--- config.mk ---
export PLATFORM = sky130hd
export DESIGN_NAME = ddr_wr_burst_tx
export DESIGN_NICKNAME = d
export VERILOG_FILES = /design/src/rtl/ddr_wr_pkg.sv /design/src/rtl/ddr_wr_burst_tx.sv
export SDC_FILE = /design/constraint.sdc
export NUM_CORES = 1
export LEC_CHECK = 0
export ABC_AREA = 1
export CAP_MARGIN = 10
export CORE_MARGIN = 2
export CORE_UTILIZATION = 44
export CTS_BUF_LIST = sky130_fd_sc_hd__clkbuf_16
export CTS_CLUSTER_SIZE = 28
export DETAILED_ROUTE_END_ITERATION = 16
export HOLD_SLACK_MARGIN = 0.15
export PLACE_DENSITY = 0.89
export SLEW_MARGIN = 10
export SYNTH_ARGS = -nofsm -noshare
export SYNTH_HDL_FRONTEND = slang
export SYNTH_SLANG_ARGS = --single-unit
--- constraint.sdc ---
create_clock -name clk -period 4 [get_ports clk]
set_clock_uncertainty 0.15 [all_clocks]
set_input_delay 0.6 -clock clk [delete_from_list [all_inputs] [get_ports clk]]
set_output_delay 0.6 -clock clk [all_outputs]
set_load 0.05 [all_outputs]
--- src/rtl/ddr_wr_pkg.sv ---
`default_nettype none
// ============================================================================
//  Module   : ddr_wr_pkg
//  Function : FSM encoding, burst-length codes and DQS level constants for the
//             DDR write-burst transmit path.
//  Revision : 1.0
// ============================================================================
package ddr_wr_pkg;

    typedef enum logic [2:0] {
        ST_IDLE = 3'd0,
        ST_WAIT = 3'd1,
        ST_PRE  = 3'd2,
        ST_DATA = 3'd3,
        ST_POST = 3'd4
    } state_t;

    localparam logic [1:0] c_bl2 = 2'b00;
    localparam logic [1:0] c_bl4 = 2'b01;
    localparam logic [1:0] c_bl8 = 2'b10;

    // {d0, d1} levels of the DQS output flop
    localparam logic [1:0] c_dqs_pre  = 2'b00;
    localparam logic [1:0] c_dqs_data = 2'b10;
    localparam logic [1:0] c_dqs_post = 2'b00;

    function automatic logic [2:0] bl_beats(input logic [1:0] code);
        case (code)
            c_bl2:   bl_beats = 3'd1;
            c_bl4:   bl_beats = 3'd2;
            c_bl8:   bl_beats = 3'd4;
            default: bl_beats = 3'd4;
        endcase
    endfunction

endpackage
`default_nettype wire

--- src/rtl/ddr_wr_burst_tx.sv ---
`default_nettype none
// ============================================================================
//  Module   : ddr_wr_burst_tx
//  Function : DDR write-burst transmitter: write latency, DQS preamble, data
//             beats and postamble feeding the per-bit DDR output flops.
//  Revision : 1.0
// ============================================================================
module ddr_wr_burst_tx #(
    parameter int DQ_W = 16,
    parameter int DM_W = DQ_W / 8,
    parameter int WL   = 1
) (
    input  logic                clk,
    input  logic                rst,
    input  logic                cmd_valid,
    output logic                cmd_ready,
    input  logic [1:0]          cmd_bl,
    input  logic                wr_valid,
    output logic                wr_ready,
    input  logic [2*DQ_W-1:0]   wr_data,
    input  logic [2*DM_W-1:0]   wr_mask,
    output logic [DQ_W-1:0]     dq_d0,
    output logic [DQ_W-1:0]     dq_d1,
    output logic                dq_oe,
    output logic [DM_W-1:0]     dm_d0,
    output logic [DM_W-1:0]     dm_d1,
    output logic                dqs_d0,
    output logic                dqs_d1,
    output logic                dqs_oe,
    output logic                busy,
    output logic                burst_done,
    output logic                underrun,
    input  logic                underrun_clr
);
    import ddr_wr_pkg::*;

    localparam logic [2:0] c_wl_m1 = 3'(WL - 1);

    state_t           r_state, w_state_nxt;
    logic [2:0]       r_cnt, w_cnt_nxt;
    logic [1:0]       r_bl, w_bl_nxt;
    logic [DQ_W-1:0]  r_dq_d0, r_dq_d1, w_dq_d0_nxt, w_dq_d1_nxt;
    logic [DM_W-1:0]  r_dm_d0, r_dm_d1, w_dm_d0_nxt, w_dm_d1_nxt;
    logic             r_dqs_d0, r_dqs_d1, w_dqs_d0_nxt, w_dqs_d1_nxt;
    logic             r_dq_oe, r_dqs_oe, w_dq_oe_nxt, w_dqs_oe_nxt;
    logic             r_burst_done, w_burst_done_nxt;
    logic             r_underrun, w_underrun_nxt;
    logic             w_beat;

    // A beat is loaded at the edge closing PRE and every DATA cycle but the last
    assign w_beat = (r_state == ST_PRE) || ((r_state == ST_DATA) && (r_cnt != 3'd0));

    always_comb begin
        w_state_nxt      = r_state;
        w_cnt_nxt        = r_cnt;
        w_bl_nxt         = r_bl;
        w_dq_d0_nxt      = r_dq_d0;
        w_dq_d1_nxt      = r_dq_d1;
        w_dm_d0_nxt      = r_dm_d0;
        w_dm_d1_nxt      = r_dm_d1;
        w_dqs_d0_nxt     = r_dqs_d0;
        w_dqs_d1_nxt     = r_dqs_d1;
        w_dq_oe_nxt      = r_dq_oe;
        w_dqs_oe_nxt     = r_dqs_oe;
        w_burst_done_nxt = 1'b0;
        w_underrun_nxt   = r_underrun;

        if (w_beat && !wr_valid) begin
            w_underrun_nxt = 1'b1;
        end else if (underrun_clr) begin
            w_underrun_nxt = 1'b0;
        end

        case (r_state)
            ST_IDLE: begin
                if (cmd_valid) begin
                    w_bl_nxt    = cmd_bl;
                    w_cnt_nxt   = c_wl_m1;
                    w_state_nxt = ST_WAIT;
                end
            end
            ST_WAIT: begin
                if (r_cnt == 3'd0) begin
                    w_state_nxt                  = ST_PRE;
                    w_dqs_oe_nxt                 = 1'b1;
                    w_dq_oe_nxt                  = 1'b0;
                    {w_dqs_d0_nxt, w_dqs_d1_nxt} = c_dqs_pre;
                end else begin
                    w_cnt_nxt = r_cnt - 3'd1;
                end
            end
            ST_PRE: begin
                w_state_nxt = ST_DATA;
                w_cnt_nxt   = bl_beats(r_bl) - 3'd1;
            end
            ST_DATA: begin
                if (r_cnt != 3'd0) begin
                    w_cnt_nxt = r_cnt - 3'd1;
                end else begin
                    w_state_nxt                  = ST_POST;
                    w_dqs_oe_nxt                 = 1'b1;
                    w_dq_oe_nxt                  = 1'b0;
                    {w_dqs_d0_nxt, w_dqs_d1_nxt} = c_dqs_post;
                    w_dm_d0_nxt                  = '1;
                    w_dm_d1_nxt                  = '1;
                    w_burst_done_nxt             = 1'b1;
                end
            end
            ST_POST: begin
                w_state_nxt  = ST_IDLE;
                w_dqs_oe_nxt = 1'b0;
                w_dq_oe_nxt  = 1'b0;
                w_dqs_d0_nxt = 1'b0;
                w_dqs_d1_nxt = 1'b0;
                w_dm_d0_nxt  = '1;
                w_dm_d1_nxt  = '1;
            end
            default: begin
                w_state_nxt = ST_IDLE;
            end
        endcase

        // A starved beat still goes out: DQ holds, every byte masked
        if (w_beat) begin
            w_dq_oe_nxt                  = 1'b1;
            w_dqs_oe_nxt                 = 1'b1;
            {w_dqs_d0_nxt, w_dqs_d1_nxt} = c_dqs_data;
            if (wr_valid) begin
                w_dq_d0_nxt = wr_data[DQ_W-1:0];
                w_dq_d1_nxt = wr_data[2*DQ_W-1:DQ_W];
                w_dm_d0_nxt = wr_mask[DM_W-1:0];
                w_dm_d1_nxt = wr_mask[2*DM_W-1:DM_W];
            end else begin
                w_dm_d0_nxt = '1;
                w_dm_d1_nxt = '1;
            end
        end
    end

    always_ff @(posedge clk) begin
        if (rst) begin
            r_state      <= ST_IDLE;
            r_cnt        <= 3'd0;
            r_bl         <= 2'b00;
            r_dq_d0      <= '0;
            r_dq_d1      <= '0;
            r_dm_d0      <= '1;
            r_dm_d1      <= '1;
            r_dqs_d0     <= 1'b0;
            r_dqs_d1     <= 1'b0;
            r_dq_oe      <= 1'b0;
            r_dqs_oe     <= 1'b0;
            r_burst_done <= 1'b0;
            r_underrun   <= 1'b0;
        end else begin
            r_state      <= w_state_nxt;
            r_cnt        <= w_cnt_nxt;
            r_bl         <= w_bl_nxt;
            r_dq_d0      <= w_dq_d0_nxt;
            r_dq_d1      <= w_dq_d1_nxt;
            r_dm_d0      <= w_dm_d0_nxt;
            r_dm_d1      <= w_dm_d1_nxt;
            r_dqs_d0     <= w_dqs_d0_nxt;
            r_dqs_d1     <= w_dqs_d1_nxt;
            r_dq_oe      <= w_dq_oe_nxt;
            r_dqs_oe     <= w_dqs_oe_nxt;
            r_burst_done <= w_burst_done_nxt;
            r_underrun   <= w_underrun_nxt;
        end
    end

    assign cmd_ready  = (r_state == ST_IDLE);
    assign busy       = !cmd_ready;
    assign wr_ready   = w_beat;
    assign dq_d0      = r_dq_d0;
    assign dq_d1      = r_dq_d1;
    assign dm_d0      = r_dm_d0;
    assign dm_d1      = r_dm_d1;
    assign dqs_d0     = r_dqs_d0;
    assign dqs_d1     = r_dqs_d1;
    assign dq_oe      = r_dq_oe;
    assign dqs_oe     = r_dqs_oe;
    assign burst_done = r_burst_done;
    assign underrun   = r_underrun;

endmodule
`default_nettype wire
# After elaboration in Yosys (flattened, before gate mapping)
# Index checks and enable logic that the tools add are counted.
[classes]
addsub = 2
n_eq_ne = 12
muxes = 27
bitwise = 1
reduce_logical = 23
[ops]
columns = ["op", "count"]
rows = [
  ["one-hot mux 3 bit (4 select lines)", 2],
  ["2-to-1 mux 3 bit", 7],
  ["2-to-1 mux 2 bit", 5],
  ["2-to-1 mux 1 bit", 9],
  ["AND reduction 3 bit", 3],
  ["nonzero test 3 bit", 3],
  ["inequality test 2 bit, second input constant", 4],
  ["nonzero test 4 bit", 2],
  ["equality test 3 x 2 -> 1 bit, second input constant", 2],
  ["logical NOT 3 bit", 2],
  ["inequality test 3 bit, second input constant", 2],
  ["one-hot mux 1 bit (3 select lines)", 2],
  ["one-hot mux 3 bit (2 select lines)", 1],
  ["AND reduction 2 bit", 3],
  ["subtractor 3 x 1 -> 3 bit, second input constant", 2],
  ["one-hot mux 2 bit (2 select lines)", 1],
  ["AND reduction 4 bit", 1],
  ["OR reduction 2 bit", 2],
  ["equality test 3 x 1 -> 1 bit, second input constant", 1],
  ["equality test 3 bit, second input constant", 1],
  ["equality test 2 x 1 -> 1 bit, second input constant", 1],
  ["logical AND 1 bit", 2],
  ["logical NOT 1 bit", 2],
  ["logical NOT 2 bit", 1],
  ["other kinds (4)", 4],
]
[totals]
reg_bits = 49
in_bits = 43
output_inout_bits = 45
wordCells = 77

# Longest topological paths before layout
[depth]
ltp_word = 5
ltp_mapped = 11
mapped_depth_nobuf = 11

# Least setup slack after synthesis
# OpenSTA, ideal clock, no wires.
[synth_path]
path_kind = "register -> output"
startpoint = "register r_state[1]"
endpoint = "output busy"
arrival_time_ns = 1.751
required_ns = 3.250
setup_slack_ns = 1.499
path_stages_with_launch = 5
n_path_buf = 0
cell_sequence = "dfxtp_1 -> nor2_1 -> inv_1 -> nor2_1 -> inv_1"
[synth_between]
elab_chain_len = 2
[synth_rtl]
columns = ["item", "line", "rtl"]
rows = [
  ["from (decl)", "ddr_wr_burst_tx.sv:39", "state_t r_state, w_state_nxt;"],
  ["from (signal assigned)", "ddr_wr_burst_tx.sv:156", "r_state <= w_state_nxt;"],
  ["logical NOT 3 bit", "ddr_wr_burst_tx.sv:172", "assign cmd_ready = (r_state == ST_IDLE);"],
  ["net cmd_ready", "ddr_wr_burst_tx.sv:16", "output logic cmd_ready,"],
  ["logical NOT 1 bit", "ddr_wr_burst_tx.sv:173", "assign busy = !cmd_ready;"],
  ["to (decl)", "ddr_wr_burst_tx.sv:30", "output logic busy,"],
]
# The timed path passes the listed nets, and every way through them passes these cells.

# Worst setup path in the final report
[layout_path]
startpoint = "register r_state[2]"
endpoint = "output wr_ready"
[layout_between]
elab_chain_len = 3
word_cells_on_any_way = 4
cone_classes = "eq/ne (2); reduce/logical (2)"
[layout_rtl]
columns = ["item", "line", "rtl"]
rows = [
  ["equality test 3 x 2 -> 1 bit", "ddr_wr_burst_tx.sv:51", "assign w_beat = (r_state == ST_PRE) || ((r_state == ST_DATA) && (r_cnt != 3'd0));"],
  ["logical AND 1 bit", "ddr_wr_burst_tx.sv:51", ""],
  ["logical OR 1 bit *", "ddr_wr_burst_tx.sv:51", ""],
  ["to (decl)", "ddr_wr_burst_tx.sv:19", "output logic wr_ready,"],
]
# Mark *: on every way between the ends. The rest lies on a longest branch, timed or not.

==> flow_summary.ini <==
[outcome]
outcome = complete, no violations

[clock_network]
cts_buffers = 5
clockBufferDepth = 2
cts_tree = yes
post-cts-setup-buffers = 0
root_buffer = clkbuf_16
path_clk_slew_ps = 60
postCtsHoldBufs = 0
clkSinkCount = 48
h-tree-depth = 2
clk_latency_ps = 280
post_cts_resized = 0

[timing]
fmax_mhz = 336
tightest_slew_ps = 815
finalHoldViolCount = 0
maxSlewViolCount = 0
min_period_ps = 2980
setup_violations = 0
grt_setup_unrepaired = false
fin_crit_sh_pct = 74.5
finalSetupTns_ps = 0
slew_headroom_pct = 45.5

[synth]
seq_area_frac_synth_pct = 49.5
synth_compound_area_share_pct = 14.1
synth_seq_cells = 48
yosysTopAreaCellShare_pct = 49.5
synthAdderAreaFrac_pct = 0.644
synthSimpleGateAreaFrac_pct = 25.9
synthXorXnorAreaFrac_pct = 0
yosysTopAreaCell = dfxtp_1
muxShareOfSynthArea_pct = 0
synth.net_count = 291
synth_top_family_by_area = simple AND/OR/NAND/NOR gates
avgSynthCellArea_um2 = 7.86
synthTopCellsByArea = dfxtp_1, nand2_1, a21oi_1
synth_cell_type_count = 24
syn_inst = 247
synth_area_mm2 = 0.00194
ys_warn_count = 0

[global_route]
gr-total-overflow = 0
antenna_found_initial = 0
grt_max_degree = 37
grt_pass1_vias = 1880
grt_usage_pct = 21.0
grt_first_pass_wirelength_um = 8310

[worst_hold_path]
holdCritStartpoint = dq_d0[15]
min_to = dq_d0[15]
min-delay-path-class = reg2reg
hold_depth = 2

[floorplan]
dieArea_mm2 = 0.00496
core_mm2 = 0.00429
std_cell_rows = 24
start_util_pct = 45.2
die_y_um = 70.4
ios = 88
die_w_um = 70.4

[detailed_routing]
highest_layer = met4
first_iter_violations = 72
drcViolationCount = 0
wl_met3_um = 281
firstDrtPassIters = 4
ant_nets = 0
wl_met1_um = 2030
routedWlPerCell_um = 13.2
drt-total-wl_um = 4970
wl_met2_um = 2580
vias = 1923
vias_per_cell = 5.09

[worst_setup_path]
worstSetupPathType = reg2out
ff2ff_setup_slack_ps = 2140
crit_path_end_kind = output pin
slowest_stage = clkdlybuf4s50_1
crit_chain = inv_1 > nand2_2 > nor2_8 > clkdlybuf4s50_1
path_max_fanout = 35
max_stage_delay_ps = 900
cp.required_ps = 3250
start_kind = flip-flop
cp.arrival_ps = 2230
rr_worst_depth = 6
r2r_end = dm_d1[0]
r2r_start = r_state[2]

[final_layout]
mostFrequentLayoutCells = clkdlybuf4s50_1, nand2_1, dfxtp_1, a21oi_1, nand3_1
drive_above_1_share_pct = 4.29
n_antenna_cell = 0
final_cells = 378
syn2layout_area_growth_pct = 49.7
layout_commonest_cell = clkdlybuf4s50_1
final_nets = 369

[pwr]
ir_drop_v = 0.000239
total_leakage_power_nw = 1.06
powerDensity_mw_per_mm2 = 440

[placement]
dpl.cell_count = 370
gp_congestion = 0.844
place.port_buffers = 86
dp_hpwl_um = 3520

[flow_run]
max_cap_violations = 0
==> per-stage QoR <==
| step | worst slack (ps) | power (W) | utilization [%] | instance area [um^2] | hold slack (ps) |
|---|---|---|---|---|---|
| 2_1_floorplan | 1500 | 0.000784 | - | 1940 | 295 |
| 3_3_place_gp | 1360 | 0.000890 | 64.4 | 2770 | 298 |
| 3_5_place_dp | 1320 | 0.000897 | 64.4 | 2770 | 303 |
| 4_1_cts | 1010 | 0.00129 | 67.7 | 2910 | 313 |
| 5_1_grt | 892 | 0.00135 | 67.7 | 2910 | 328 |
| 6_report | 1020 | 0.00128 | 67.7 | 2910 | 310 |
==> worst max path at each step <==
stage          startpoint  slack, ps        to
2_1_floorplan  r_state[1]       1500      busy
3_3_place_gp   r_state[2]       1360  wr_ready
3_5_place_dp   r_state[2]       1320  wr_ready
4_1_cts        r_state[2]       1010  wr_ready
5_1_grt        r_state[2]        890  wr_ready
6_report       r_state[2]       1020  wr_ready
==> routing by layer <==
layer / vias to the layer above / GRT usage, %
met3: 9 / 4.62
met4: 0 / 8.33
met1: 880 / 23.5
met5: - / 0
met2: 67 / 38.2
li1: 967 / -
==> cell families (layout without fill, tap and decap cells) <==
| kind of cell | count (synthesis) | in the layout |
|---|---|---|
| AOI/OAI and AO/OA | 52 | 52 |
| DFF | 48 | 48 |
| other | 1 | 1 |
| buffers and inverters | 36 | 115 |
| and+or+nand+nor | 109 | 109 |
| adders and majority gates | 1 | 1 |
==> area by class of cell <==
class | count | area (um^2)
clock buffer | 5 | 125
clock inverter | 3 | 15.0
fill | 354 | 1390
inverter | 19 | 71.3
multi-input combinational | 163 | 793
sequential | 48 | 961
tap | 52 | 65.1
timing repair buffer | 88 | 876
==> state kept, by name, summed over array words and instances (netlist names), 2 cells and up <==
register  count
r_bl          2
r_state       3
r_cnt         3
dm_d1         2
dm_d0         2
dq_d0        16
dq_d1        16
==> where the power goes <==
group | total, W | switching, W | leakage [nW] | internal, W
registers | 0.000527 | 0.0000191 | 0.389 | 0.000508
logic | 0.000362 | 0.000232 | 0.604 | 0.000130
clock network | 0.000391 | 0.000164 | 0.0687 | 0.000227
==> critical path: cells and delay by family (launching register included) <==
family / cells / cell delay, ps
and+or+nand+nor: 2 / 560
DFF: 1 / 350
buffers and inverters: 2 / 1030
==> synth_stat cells (all sizes together) <==
master  instances
o21a            1
nor2            9
conb            1
nand3          39
inv            19
buf            11
dfxtp          48
a21o            1
o21ai           5
nand2          57
o22ai           4
a21oi          41
nor3            2
nand4           2
ha              1
clkbuf          6
(Power assumes the default switching activity.)
